==> src/rtl/cpu_ctrl_pkg.sv <==
// Shared definitions for the MUL/DIV control sequencer: opcodes, IR field positions,
// state encoding and the datapath strobe bundle.
package cpu_ctrl_pkg;

    localparam logic [4:0] OPC_MUL = 5'b10000;
    localparam logic [4:0] OPC_DIV = 5'b01111;

    localparam int IR_OPC_HI = 31;
    localparam int IR_OPC_LO = 27;
    localparam int IR_RA_HI  = 26;
    localparam int IR_RA_LO  = 23;
    localparam int IR_RB_HI  = 22;
    localparam int IR_RB_LO  = 19;

    // State values double as the step debug code.
    typedef enum logic [3:0] {
        ST_T0     = 4'd0,
        ST_T1     = 4'd1,
        ST_T2     = 4'd2,
        ST_T3     = 4'd3,
        ST_T4     = 4'd4,
        ST_T5     = 4'd5,
        ST_T6     = 4'd6,
        HALT_IDLE = 4'hF
    } ctrl_state_e;

    typedef struct packed {
        logic r_in;
        logic r_out;
        logic grb;
        logic gra;
        logic div;
        logic mul;
        logic lo_in;
        logic hi_in;
        logic y_in;
        logic ir_in;
        logic mdr_out;
        logic mdr_in;
        logic read;
        logic pc_in;
        logic z_high_out;
        logic z_low_out;
        logic z_in;
        logic inc_pc;
        logic mar_in;
        logic pc_out;
    } ctrl_strobes_t;

    function automatic logic is_legal_opc(input logic [4:0] opc);
        return (opc == OPC_MUL) || (opc == OPC_DIV);
    endfunction

endpackage

==> src/rtl/ctrl_wait_counter.sv <==
// Small load/decrement counter with a zero flag; paces the T1 memory wait.
module ctrl_wait_counter (
    input  logic       clk,
    input  logic       rst_n,
    input  logic       load,
    input  logic [3:0] load_val,
    input  logic       dec,
    output logic       zero
);

    logic [3:0] count_q, count_d;

    always_comb begin
        count_d = count_q;
        if (load) begin
            count_d = load_val;
        end else if (dec && (count_q != 4'd0)) begin
            count_d = count_q - 4'd1;
        end
    end

    always_ff @(posedge clk or negedge rst_n) begin
        if (!rst_n) begin
            count_q <= 4'd0;
        end else begin
            count_q <= count_d;
        end
    end

    assign zero = (count_q == 4'd0);

endmodule

==> src/rtl/mul_div_control_seq.sv <==
// Hardwired fetch + MUL/DIV sequencer: steps T0..T6 and drives registered datapath strobes.
module mul_div_control_seq
    import cpu_ctrl_pkg::*;
#(
    parameter logic [3:0] MEM_WAIT = 4'd0
) (
    input  logic        clk,
    input  logic        reset,
    input  logic        run,
    input  logic [31:0] IR,
    input  logic        alu_done,
    output logic        PCout,
    output logic        MARin,
    output logic        IncPC,
    output logic        Zin,
    output logic        Zlowout,
    output logic        Zhighout,
    output logic        PCin,
    output logic        Read,
    output logic        MDRin,
    output logic        MDRout,
    output logic        IRin,
    output logic        Yin,
    output logic        HIin,
    output logic        LOin,
    output logic        MUL,
    output logic        DIV,
    output logic        Gra,
    output logic        Grb,
    output logic        Rout,
    output logic        Rin,
    output logic [3:0]  step,
    output logic        illegal
);

    ctrl_state_e   state_q, state_d;
    ctrl_strobes_t strb_q, strb_d;
    logic [4:0]    opc_q, opc_d;
    logic          illegal_q, illegal_d;
    logic          fetch_q, fetch_d;
    logic [3:0]    step_q, step_d;
    logic          cnt_load, cnt_dec, cnt_zero;
    logic          unused_ir;

    assign unused_ir = ^{IR[IR_RA_HI:IR_RA_LO], IR[IR_RB_HI:IR_RB_LO], IR[IR_RB_LO-1:0]};

    ctrl_wait_counter u_wait (
        .clk      (clk),
        .rst_n    (reset),
        .load     (cnt_load),
        .load_val (MEM_WAIT),
        .dec      (cnt_dec),
        .zero     (cnt_zero)
    );

    always_comb begin
        state_d   = state_q;
        opc_d     = opc_q;
        illegal_d = illegal_q;
        fetch_d   = fetch_q;
        cnt_dec   = 1'b0;
        case (state_q)
            HALT_IDLE: if (run && !illegal_q) state_d = ST_T0;
            ST_T0:     state_d = fetch_q ? ST_T1 : HALT_IDLE;
            ST_T1: begin
                if (cnt_zero) state_d = ST_T2;
                else          cnt_dec = 1'b1;
            end
            ST_T2: begin
                state_d = ST_T3;
                opc_d   = IR[IR_OPC_HI:IR_OPC_LO];
                if (!is_legal_opc(IR[IR_OPC_HI:IR_OPC_LO])) illegal_d = 1'b1;
            end
            ST_T3:     state_d = is_legal_opc(opc_q) ? ST_T4 : HALT_IDLE;
            ST_T4:     if ((opc_q == OPC_MUL) || alu_done) state_d = ST_T5;
            ST_T5:     state_d = ST_T6;
            ST_T6:     state_d = ST_T0;
            default:   state_d = HALT_IDLE;
        endcase

        // run is judged on the edge into T0; a dropped run gives one silent T0 then halt.
        if ((state_d == ST_T0) && (state_q != ST_T0)) fetch_d = run;
        cnt_load = (state_d == ST_T1) && (state_q != ST_T1);

        strb_d = '0;
        case (state_d)
            ST_T0: begin
                strb_d.pc_out = fetch_d;
                strb_d.mar_in = fetch_d;
                strb_d.inc_pc = fetch_d;
                strb_d.z_in   = fetch_d;
            end
            ST_T1: begin
                strb_d.z_low_out = 1'b1;
                strb_d.pc_in     = (state_q != ST_T1);
                strb_d.read      = 1'b1;
                strb_d.mdr_in    = 1'b1;
            end
            ST_T2: begin
                strb_d.mdr_out = 1'b1;
                strb_d.ir_in   = 1'b1;
            end
            ST_T3: begin
                strb_d.gra   = is_legal_opc(opc_d);
                strb_d.r_out = is_legal_opc(opc_d);
                strb_d.y_in  = is_legal_opc(opc_d);
            end
            ST_T4: begin
                strb_d.grb   = 1'b1;
                strb_d.r_out = 1'b1;
                strb_d.z_in  = 1'b1;
                strb_d.mul   = (opc_d == OPC_MUL);
                strb_d.div   = (opc_d == OPC_DIV);
            end
            ST_T5: begin
                strb_d.z_low_out = 1'b1;
                strb_d.lo_in     = 1'b1;
            end
            ST_T6: begin
                strb_d.z_high_out = 1'b1;
                strb_d.hi_in      = 1'b1;
            end
            default: ;
        endcase
        step_d = state_d;
    end

    always_ff @(posedge clk or negedge reset) begin
        if (!reset) begin
            state_q   <= HALT_IDLE;
            strb_q    <= '0;
            opc_q     <= 5'd0;
            illegal_q <= 1'b0;
            fetch_q   <= 1'b0;
            step_q    <= 4'hF;
        end else begin
            state_q   <= state_d;
            strb_q    <= strb_d;
            opc_q     <= opc_d;
            illegal_q <= illegal_d;
            fetch_q   <= fetch_d;
            step_q    <= step_d;
        end
    end

    assign PCout    = strb_q.pc_out;
    assign MARin    = strb_q.mar_in;
    assign IncPC    = strb_q.inc_pc;
    assign Zin      = strb_q.z_in;
    assign Zlowout  = strb_q.z_low_out;
    assign Zhighout = strb_q.z_high_out;
    assign PCin     = strb_q.pc_in;
    assign Read     = strb_q.read;
    assign MDRin    = strb_q.mdr_in;
    assign MDRout   = strb_q.mdr_out;
    assign IRin     = strb_q.ir_in;
    assign Yin      = strb_q.y_in;
    assign HIin     = strb_q.hi_in;
    assign LOin     = strb_q.lo_in;
    assign MUL      = strb_q.mul;
    assign DIV      = strb_q.div;
    assign Gra      = strb_q.gra;
    assign Grb      = strb_q.grb;
    assign Rout     = strb_q.r_out;
    assign Rin      = strb_q.r_in;
    assign step     = step_q;
    assign illegal  = illegal_q;

endmodule

==> config.mk <==
export PLATFORM = sky130hd
export DESIGN_NAME = mul_div_control_seq
export DESIGN_NICKNAME = d
export VERILOG_FILES = /design/src/rtl/cpu_ctrl_pkg.sv /design/src/rtl/ctrl_wait_counter.sv /design/src/rtl/mul_div_control_seq.sv
export SDC_FILE = /design/constraint.sdc
export NUM_CORES = 1
export LEC_CHECK = 0
export CORE_ASPECT_RATIO = 1.75
export CORE_MARGIN = 4
export CORE_UTILIZATION = 42
export DETAILED_ROUTE_END_ITERATION = 10
export PLACE_DENSITY = 0.86
export SLEW_MARGIN = 20
export SYNTH_ARGS = -nofsm -noshare
export SYNTH_HDL_FRONTEND = slang
export SYNTH_SLANG_ARGS = --single-unit
export TNS_END_PERCENT = 100
==> constraint.sdc <==
create_clock -name clk -period 2.4 [get_ports clk]
set_input_delay 0.6 -clock clk [delete_from_list [all_inputs] [get_ports clk]]
set_output_delay 0.6 -clock clk [all_outputs]
set_load 0.01 [all_outputs]
* Word level (Yosys, flattened, before mapping) *
Index checks and enable logic that the tools add are counted.

storage, ports and cells
  bits in registers = 32
  input bits = 36
  output and inout port bits = 25
  word-level logic and storage cells = 84

operators by class
  add/subtract/negate cells = 1
  equal/unequal tests = 20
  muxes and demuxes = 23
  bitwise logic cells = 1
  reductions and logical operators = 17

operators by type and width
  operator                                                                  number
  4-bit case mux with 8 select lines                                        1
  4-bit 2-to-1 mux                                                          7
  4-bit by 3-bit == test with 1-bit output (second input constant)          6
  4-bit by 2-bit == test with 1-bit output (second input constant)          4
  5-bit by 4-bit == test with 1-bit output (second input constant)          3
  5-bit == test (second input constant)                                     3
  4-bit logical NOT                                                         3
  4-bit by 1-bit == test with 1-bit output (second input constant)          2
  1-bit 2-to-1 mux                                                          8
  4-bit nonzero test                                                        2
  3-bit 2-to-1 mux                                                          2
  5-bit 2-to-1 mux                                                          1
  4-bit == test (second input constant)                                     1
  1-bit logical AND                                                         4
  1-bit logical OR                                                          4
  2-bit 2-to-1 mux                                                          2
  4-bit by 1-bit inequality test with 1-bit output (second input constant)  1
  1-bit case mux with 2 select lines                                        2
  4-bit by 1-bit subtractor with 4-bit output (second input constant)       1
  2-bit AND reduction                                                       1
  2-bit nonzero test                                                        1
  2-bit OR reduction                                                        1
  1-bit logical NOT                                                         1
  1-bit NOT                                                                 1

* Depth between registers and ports, before layout *
Gate-level depths: netlist (run 1).

  depth after elaboration = 8
  gate-level depth with buffers = 6
  gate-level depth less buffers = 6

* Cells and area by module *
Synthesis (run 1) repeated with hierarchy kept, for this count alone.

unflattened totals
  cell total of the unflattened synthesis = 135
  area total of the unflattened synthesis = 1480.2 sq um

modules (own cells, without submodules)
  module               instances  cells each  area each (sq um)  sequential area each (sq um)
  mul_div_control_seq  1          108         1209.9             605.6
  ctrl_wait_counter    1          27          270.3              100.1

* Least setup slack after synthesis (run 1) *
Ideal clock, no wire load.

  kind = flip-flop to flip-flop
  start point = reg u_wait.count_q[0]
  end point = reg step_q[0], in the netlist step[0]
  setup time = 84 ps
  arrival time = 1774 ps
  data required time = 2316 ps
  path slack = 542 ps
  cell stages (with the launch flop) = 7
  buffers on the path = 0
  period minus slack after synthesis = 1858 ps
  cell sequence = dfrtp_1 inv_1 ha_1 or3b_2 a31oi_1 o41ai_4 or2_2

on the way
  longest elaborated chain between the ends = 3

RTL lines
  element                             line                        text
  start, declared                     ctrl_wait_counter.sv:11     logic [3:0] count_q, count_d;
  start signal, assigned              ctrl_wait_counter.sv:26     count_q <= count_d;
  4-bit logical NOT                   ctrl_wait_counter.sv:30     assign zero = (count_q == 4'd0);
  4-bit 2-to-1 mux                    mul_div_control_seq.sv:66   if (cnt_zero) state_d = ST_T2;
  4-bit case mux with 8 select lines  mul_div_control_seq.sv:62   case (state_q)
  net state_d[0]                      mul_div_control_seq.sv:36   ctrl_state_e state_q, state_d;
  end signal, assigned                mul_div_control_seq.sv:142  step_q <= step_d;
  end, declared                       mul_div_control_seq.sv:41   logic [3:0] step_q, step_d;

The timed path passes the listed nets, and every way through them passes these cells.
A chain may end at the register's enable or synchronous reset.

* Worst setup path after layout (run 1) *
  start point = reg step_q[0], in the netlist step[0]
  end point = out step[0]

RTL lines
  element        line                       text
  end, declared  mul_div_control_seq.sv:32  output logic [3:0] step,

No word-level cell between the ends.

==> impl_metrics.py, run 1 <==
metrics = {
    "route": {
        "via_per_inst": 5.25,
        "antenna_left": 0,
        "drc": 0,
        "dr.pass1.iters": 4,
        "drt-total-wl_um": 3110,
        "vias": 1072,
        "wl_per_cell_um": 15.3,
        "detail_route.iter0.violations": 7,
    },
    "worst_setup_path": {
        "r2r_start": "u_wait.count_q[0]",
        "worst-r2r-cell-count": 6,
        "start_kind": "flop",
        "critPathArrivalTime_ps": 1670,
        "cp.buffers_inverters": 1,
        "crit_slowest_cell": "dfstp_2",
        "cp_num_cells": 1,
        "r2r-end": "MUL",
        "crit_chain": "clkdlybuf4s50_1",
        "cp-end-kind": "primary output",
        "max_stage_delay_ps": 770,
        "worst-path-max-fanout": 18,
        "cp-startpoint": "step[0]",
        "crit_type": "flop to primary output",
        "reg2reg_slack_ps": 220,
        "cp_top_family": "flip-flops",
        "crit_end": "step[0]",
        "worst_ep_required_time_ps": 1800,
    },
    "finish": {
        "final_util_pct": 53.4,
        "largest_reg_flops": 5,
        "top_register": "opc_q",
        "antenna_cells": 0,
        "drive_above_1_share_pct": 17.6,
        "area_growth_pct": 23.5,
        "final_cell_mix": "clkdlybuf4s50_1, dfrtp_1, nand2_1",
        "nNetsFinal": 198,
        "layout_commonest_cell": "clkdlybuf4s50_1",
        "fill_cells": 316,
    },
    "placed_design": {
        "hpwl_um": 2340,
        "io_buffer_count": 32,
        "place_congestion": 0.775,
    },
    "power_and_ir_drop": {
        "leakage_nw": 0.752,
        "ir_drop_v": 0.000551,
        "power.density_nw_per_um2": 909,
    },
    "yosys": {
        "synthCells": 135,
        "synth_cell_types": 45,
        "synthMuxAreaShare_pct": 4.47,
        "ys_async_sr_fraction_pct": 100,
        "synth_simple_gate_area_share_pct": 25.2,
        "synth_seq_area_share_pct": 48.5,
        "synthXorXnorAreaFrac_pct": 1.81,
        "synth_edf_count": 0,
        "synth_top_family_by_area": "simple AND/OR/NAND/NOR gates",
        "ys.flop_type": "dfrtp_1",
        "synthesis.area_um2": 1460,
        "synth_compound_area_share_pct": 10.3,
        "yosys_warnings": 0,
        "synth-seq-cells": 28,
        "synthAdderAreaFrac_pct": 1.72,
        "avgSynthCellArea_um2": 10.8,
        "synth_fp_nets": 173,
    },
    "clock_network": {
        "hold_buffers": 0,
        "cts_sinks": 28,
        "h-tree-depth": 1,
        "clk_pin_slew_ps": 90,
        "clk-insertion-delay-late_ps": 280,
        "cts_root_buffer": "clkbuf_8",
        "cts_tree": "built",
        "postCtsSetupRepairBufs": 0,
        "cts_buffer_depth": 2,
        "cts_resized": 0,
        "cts_made_buffers": 3,
    },
    "sta": {
        "period_needed_ps": 2270,
        "skew_ps": 5.14,
        "fin_crit_sh_pct": 94.6,
        "drv_slew": 0,
        "hold_viol_final": 0,
        "rsz0062_at_grt": "no",
        "setup_viol": 0,
        "fmax_mhz": 440,
        "worst_slew_pin_slew_ps": 512,
        "relSlewSlack_pct": 65.7,
        "fin_setup_tns_ps": 0,
    },
    "floorplan": {
        "die_area_um2": 4510,
        "core-area_um2": 3360,
        "die_w_um": 52.5,
        "die_h_um": 85.9,
        "rows": 28,
        "initial_core_util_pct": 43.3,
        "io_pins": 61,
    },
    "global_routing": {
        "grt_max_degree": 29,
        "grt_pass1_wl_um": 5280,
        "track_usage_pct": 15.6,
        "gr-total-overflow": 0,
        "grt_pass1_vias": 1107,
        "antenna_found_initial": 0,
    },
    "min_path": {
        "hold_path.class": "flop to flop",
    },
    "run": {
        "maxCapViolCount": 0,
    },
    "status": {
        "status": "complete, no violations",
    },
}
[cells in the mapped netlist (3+ instances only)]
| library cell | count | area, µm² |
|---|---|---|
| buf_2 | 3 | 15.0 |
| o21ai_0 | 3 | 15.0 |
| nand3_1 | 3 | 15.0 |
| dfrtp_1 | 24 | 601 |
| nand3b_1 | 3 | 22.5 |
| dfstp_2 | 4 | 105 |
| inv_1 | 4 | 15.0 |
| a21oi_1 | 4 | 20.0 |
| buf_4 | 8 | 60.1 |
| or2_2 | 4 | 25.0 |
| nor2_1 | 12 | 45.0 |
| nand4b_1 | 3 | 26.3 |
| nor3_1 | 6 | 30.0 |
| mux2_2 | 4 | 45.0 |
| nand2_1 | 14 | 52.6 |
[worst register-to-register path, delay by kind of cell (launching register included)]
kind / cells / cell delay (ps)
adders and majority gates: 1 / 180
buffers and inverters: 1 / 110
AOI/OAI and AO/OA: 2 / 500
and+or+nand+nor: 2 / 870
DFF: 1 / 420
[area by class of cell]
type	instances	area [µm²]	share of cell area (%)
Multi-Input combinational cell	90	637	35.4
Timing Repair Buffer	33	328	18.2
Inverter	4	15.0	0.836
Sequential cell	28	706	39.3
Clock buffer	4	55.1	3.06
Tap cell	45	56.3	3.13
[power by group]
part / total, mW / internal (mW) / switching (mW) / leakage (nW)
Sequential: 0.808 / 0.606 / 0.202 / 0.359
Combinational: 0.535 / 0.299 / 0.236 / 0.365
Clock: 0.290 / 0.147 / 0.143 / 0.0288
Total: 1.63 / 1.05 / 0.581 / 0.752
[through the flow]
stage	total power, mW	std cells	cell area [µm²]	hold slack, ps	worst slack [ps]
2_1_floorplan	1.15	135	1460	304	542
3_3_place_gp	1.32	200	1740	470	63.8
3_5_place_dp	1.35	200	1740	501	65.6
4_1_cts	1.64	204	1800	521	125
5_1_grt	1.74	204	1800	573	82.0
6_report	1.63	204	1800	523	128
[how the worst min path moves through the flow]
stage               slack (ps)     start       end  cells after the start
floorplan                  300     reset       DIV                      0
global placement           470  opc_q[4]  opc_q[4]                      2
detailed placement         500  opc_q[4]  opc_q[4]                      2
CTS                        520  opc_q[4]  opc_q[4]                      2
global route               570   illegal   illegal                      1
finish                     520  opc_q[4]  opc_q[4]                      2
[routing by layer]
metal / track usage [%] / share of wire, % / vias to the layer above
met3: 1.91 / 3.9 / 11
met4: 9.07 / 3.6 / 0
li1: - / - / 509
met1: 17.4 / 35 / 519
met2: 27.1 / 58 / 33
met5: 0 / 0 / -
[kinds of logic after synthesis]
logic type	after synthesis
muxes	6
xor gates and xnor gates	3
and+or+nand+nor	60
DFF	28
buffers and inverters	17
AOI/OAI and AO/OA	18
other	1
adders and majority gates	2
(Power assumes the default switching activity.)
==> run 2: changes to the inputs <==
--- a/config.mk
+++ b/config.mk
@@ -9,6 +9,7 @@
 export CORE_MARGIN = 4
 export CORE_UTILIZATION = 42
 export DETAILED_ROUTE_END_ITERATION = 10
+export GPL_TIMING_DRIVEN = 0
 export PLACE_DENSITY = 0.86
 export SLEW_MARGIN = 20
 export SYNTH_ARGS = -nofsm -noshare
==> run 2 against run 1 <==
  * Clock-buffer cell count unchanged
  * Via count rose by 4.7%
  * First-iteration DRC count rose to 4.9 times the previous value
  * Sequential power is 11% lower
  * Core utilization rose by 2.5 points
  * Setup slack improved by 170 ps
  * Total power rose by 4.5%
  * Non-clock buffer count increased by 12
  * Hold slack worse by 200 ps
  * Critical path type is now flop to flop
  * Largest cell class unchanged
==> impl_metrics.py, run 2 (synthesis gave the netlist of run 1 again) <==
metrics = {
    "clock_network": {
        "cts_buffer_depth": 2,
        "cts_tree": "built",
        "h-tree-depth": 1,
        "postCtsSetupRepairBufs": 0,
        "clk-insertion-delay-late_ps": 280,
        "cts_root_buffer": "clkbuf_8",
        "cts_made_buffers": 3,
        "cts_resized": 0,
        "clk_pin_slew_ps": 90,
        "cts_sinks": 28,
        "hold_buffers": 0,
    },
    "route": {
        "antenna_left": 0,
        "drt-total-wl_um": 3110,
        "drc": 0,
        "dr.pass1.iters": 4,
        "wl_per_cell_um": 14.4,
        "vias": 1122,
        "via_per_inst": 5.19,
        "detail_route.iter0.violations": 34,
    },
    "finish": {
        "final_cell_mix": "clkdlybuf4s50_1, dfrtp_1, nand2_1",
        "ff_latch_area_um2": 706,
        "top_register": "opc_q",
        "nNetsFinal": 210,
        "largest_reg_flops": 5,
        "layout_commonest_cell": "clkdlybuf4s50_1",
        "area_growth_pct": 29.3,
        "fill_cells": 307,
        "multi_input_area_um2": 637,
        "antenna_cells": 0,
        "fin_cells": 216,
        "drive_above_1_share_pct": 24.0,
    },
    "sta": {
        "fin_setup_tns_ps": 0,
        "drv_slew": 0,
        "rsz0062_at_grt": "no",
        "setup_viol": 0,
        "finalHoldWorstSlack_ps": 319,
        "skew_ps": 2.98,
        "relSlewSlack_pct": 60.4,
        "fmax_mhz": 476,
        "worst_slew_pin_slew_ps": 595,
        "period_needed_ps": 2100,
        "hold_viol_final": 0,
        "fin_crit_sh_pct": 87.6,
    },
    "power_and_ir_drop": {
        "leakage_nw": 0.811,
        "ir_drop_v": 0.000696,
        "internal-power_mw": 1.11,
        "combPwrFrac_pct": 40.8,
        "p_seq_share_pct": 42.4,
        "p_sw_share_pct": 34.9,
        "switching_power_uw": 595,
        "power.density_nw_per_um2": 907,
        "clkPwrFrac_pct": 16.9,
    },
    "placed_design": {
        "place_congestion": 0.867,
        "io_buffer_count": 32,
        "dp.cells": 212,
        "hpwl_um": 2450,
    },
    "floorplan": {
        "initial_core_util_pct": 43.3,
        "core-area_um2": 3360,
        "die_h_um": 85.9,
        "die_area_um2": 4510,
        "die_w_um": 52.5,
        "io_pins": 61,
        "rows": 28,
    },
    "global_routing": {
        "grt_pass1_vias": 1163,
        "grt_max_degree": 29,
        "gr-total-overflow": 0,
        "antenna_found_initial": 0,
        "track_usage_pct": 15.8,
        "grt_pass1_wl_um": 5410,
    },
    "worst_setup_path": {
        "worst-path-max-fanout": 7,
        "start_kind": "flop",
        "crit_type": "flop to flop",
        "crit_slowest_cell": "or3b_2",
        "max_stage_delay_ps": 500,
        "cp-end-kind": "flop",
        "crit_chain": "inv_1 -> ha_1 -> or3b_2 -> a31oi_1 -> o41ai_4 -> nor4_1",
        "worst_ep_required_time_ps": 2570,
        "critPathArrivalTime_ps": 2270,
    },
    "status": {
        "status": "complete, no violations",
    },
    "min_path": {
        "hold_path.class": "input pin to async pin",
    },
    "run": {
        "maxCapViolCount": 0,
    },
}
## run 2: changes by cell type in the layout (fill, tap and decap cells not counted), sizes merged
cell / delta
buf: +13
clkdlybuf4s50: -1
## run 2: metrics by stage
stage	instance area [µm²]	utilization [%]	power, mW	setup slack [ps]
after floorplan	1460	-	1.15	542
after global placement	1830	54.5	1.40	56.2
after detailed placement	1830	54.3	1.43	60.9
after CTS	1880	56.0	1.72	289
after global routing	1880	56.0	1.82	202
final	1880	56.0	1.71	297
## run 2: critical path: cells and delay by family (launching register included)
family / cells / cell delay [ps]
AND/OR/NAND/NOR: 2 / 830
AO/OA/AOI/OAI: 2 / 490
buffers and inverters: 1 / 100
flip-flops: 1 / 420
adder cells (fa/ha/maj): 1 / 170
## run 2: worst paths after layout
path / start / depth (start not counted) / slack [ps] / end
worst max-delay path: u_wait.count_q[0] / 6 / 300 / MUL
worst min-delay path: reset / 1 / 320 / MDRin
worst max register to register: u_wait.count_q[0] / 6 / 300 / MUL
worst min register to register: opc_q[4] / 2 / 510 / opc_q[4]
max in group asynchronous: reset / 1 / 1690 / illegal
min in group clk: opc_q[4] / 2 / 510 / opc_q[4]
## run 2: per-layer routing
layer	GRT usage [%]	up-vias	wire [µm]
met5	0	-	0
met4	6.51	0	57
met3	2.43	5	128
met2	29.2	25	1840
met1	17.0	555	1090
li1	-	537	-
## run 2: power groups by stage
stage	Combinational, mW	Clock [mW]	Sequential, mW
after floorplan	0.419	0	0.732
after global routing	0.761	0.315	0.739
after detailed placement	0.695	0	0.731
final	0.696	0.288	0.723
after global placement	0.679	0	0.723
after CTS	0.700	0.294	0.723
## run 2: cell type report
cell class / instances / share of cell area (%)
plain buffers: 13 / 5.19
clock buffers: 4 / 2.93
multi-input cells: 90 / 33.8
repair buffers: 32 / 16.8
inverters: 4 / 0.798
well taps: 45 / 2.99
flip-flops and latches: 28 / 37.5
==> variant (config.mk and constraints of run 1) <==
Make the reset (`reset` and `rst_n`) synchronous in 2 clocked blocks.
--- a/src/rtl/ctrl_wait_counter.sv
+++ b/src/rtl/ctrl_wait_counter.sv
@@ -19,7 +19,7 @@
         end
     end
 
-    always_ff @(posedge clk or negedge rst_n) begin
+    always_ff @(posedge clk) begin
         if (!rst_n) begin
             count_q <= 4'd0;
         end else begin
--- a/src/rtl/mul_div_control_seq.sv
+++ b/src/rtl/mul_div_control_seq.sv
@@ -125,7 +125,7 @@
         step_d = state_d;
     end
 
-    always_ff @(posedge clk or negedge reset) begin
+    always_ff @(posedge clk) begin
         if (!reset) begin
             state_q   <= HALT_IDLE;
             strb_q    <= '0;
Formal check against the unedited RTL: differs if reset is asserted again (counterexample within 4 cycles, from zero or initial values and one cycle with reset low); with reset held inactive, the same outputs for 10 cycles.
==> variant against run 1 <==
  * Worst setup slack got worse by 0.083 ns
  * First-iteration DRC count rose to 6.1 times the old value
  * Synthesized area fell by 11%
  * Non-clock buffer count rose by 6
  * Sequential share of layout area fell by 6.0 points
  * Critical path depth rose by 6
  * Routed wire length fell by 8.5%
  * Power rose by 0.67%
  * Design area fell by 6.1%
  * Fmax fell by 3.5%
  * Combinational power rose by 34%
  * Utilization rose by 4.2 points
  * Sequential cell count did not move
  * Largest power group is now combinational logic
  * Highest routed layer unchanged
==> variant: results (changes against run 1) <==
critical_path:
  critical_path.max_fanout: 5  # -13
  timing.critical_path.max_delay_family: "simple AND/OR/NAND/NOR gates"
  slowest_stage: "clkdlybuf4s50_1"
  r2r.worst_path.cells: 8  # +2
  data_arrival_time_of_the_critical_path_ns: 2.57  # +0.90 ns
  delay_contributed_by_the_slowest_stage_of_the_critical_path_ns: 0.56  # -0.21 ns
global_routing:
  grt_max_degree: 16  # -45%
  global_route_wire_length_before_repair_um: 4519  # -14%
  globalRouteTotalUtil: 0.1458  # -0.01006
  via_count_of_the_first_global_routing_pass: 1039  # -6.1%
pwr:
  p_sw_mw: 0.6233  # +7.3%
  pwr-share-seq: 0.389  # -0.106
  power_in_sequential_cells_mw: 0.639  # -21%
  static_leak_nw: 0.6144  # -18%
  ir_worst_vdd_v: 0.0006453  # +17%
  clock_net_power_mw: 0.287
synthesis:
  yosysUniqueCellTypes: 40  # -11%
  seq_area_frac_synth: 0.4341  # -0.05084
  synthXorXnorAreaFrac: 0.01357  # -0.004491
  synth_compound_gate_area_share: 0.1085  # +0.005346
  post_synth_main_area_contributors: "dfxtp_1 (43%), nand2_1 (7.3%), buf_4 (4.7%), nor2_1 (4.7%), a21oi_1 (3.5%)"
  synthesized_netlist_net_count: 189  # +9.2%
  post_synth_fa_ha_maj_area_fraction: 0.009690  # -0.007507
  async_reset_ff_frac: 0  # -1.000
  post_synth.cell_area_avg_sq_um: 8.495  # -21%
  post_synth_most_frequent_cells: "dfxtp_1 (28), nand2_1 (25), nor2_1 (16)"
  muxShareOfSynthArea: 0.02616  # -0.01855
layout:
  flow.area_growth_from_synthesis_pct: 30.62
  fillerInstances: 257  # -19%
  final_net_count: 221  # +12%
  layout-drive-gt1-share: 0.1530  # -0.02310
placement:
  postPlaceCellArea_sq_um: 1620  # -7.0%
  finalWeightedCongestion: 0.8056  # +3.9%
  place_worst_setup_slack_ns: -0.1819  # -0.2476 ns
detailed_routing:
  wl_per_cell_um: 13.49  # -12%
  first_iter_violations: 43  # +36
  route.vias.total: 1163  # +8.5%
  avgViaCountPerCell: 5.512  # +4.9%
timing:
  fin_skew_ns: 0.005491  # +0.0003545 ns
status:
  outcome: "complete, no violations"
variant: path summary, 6_finish.rpt:
path	end	startpoint	slack (ns)
hold reg to reg	opc_q[1]	opc_q[1]	0.49
setup reg to reg	DIV	u_wait.count_q[0]	0.20
hold / removal	opc_q[1]	opc_q[1]	0.49
setup / recovery	DIV	run	0.05
variant: metal layers:
| layer | wire length (um) | GRT usage | share of wire | vias to the layer above |
|---|---|---|---|---|
| li1 | - | - | - | 577 |
| met2 | 1580 | 0.2851 | 0.55 | 43 |
| met4 | 90 | 0.06925 | 0.032 | 0 |
| met5 | 0 | 0 | 0 | - |
| met3 | 134 | 0.02936 | 0.047 | 9 |
| met1 | 1042 | 0.1417 | 0.37 | 534 |
variant: cell type report:
| type | instances | area share |
|---|---|---|
| inverter | 5 | 0.01113 |
| clock buffer | 4 | 0.03264 |
| sequential | 28 | 0.3323 |
| tap | 28 | 0.02077 |
| multi-input combinational | 107 | 0.3820 |
| timing repair buffer | 39 | 0.2211 |
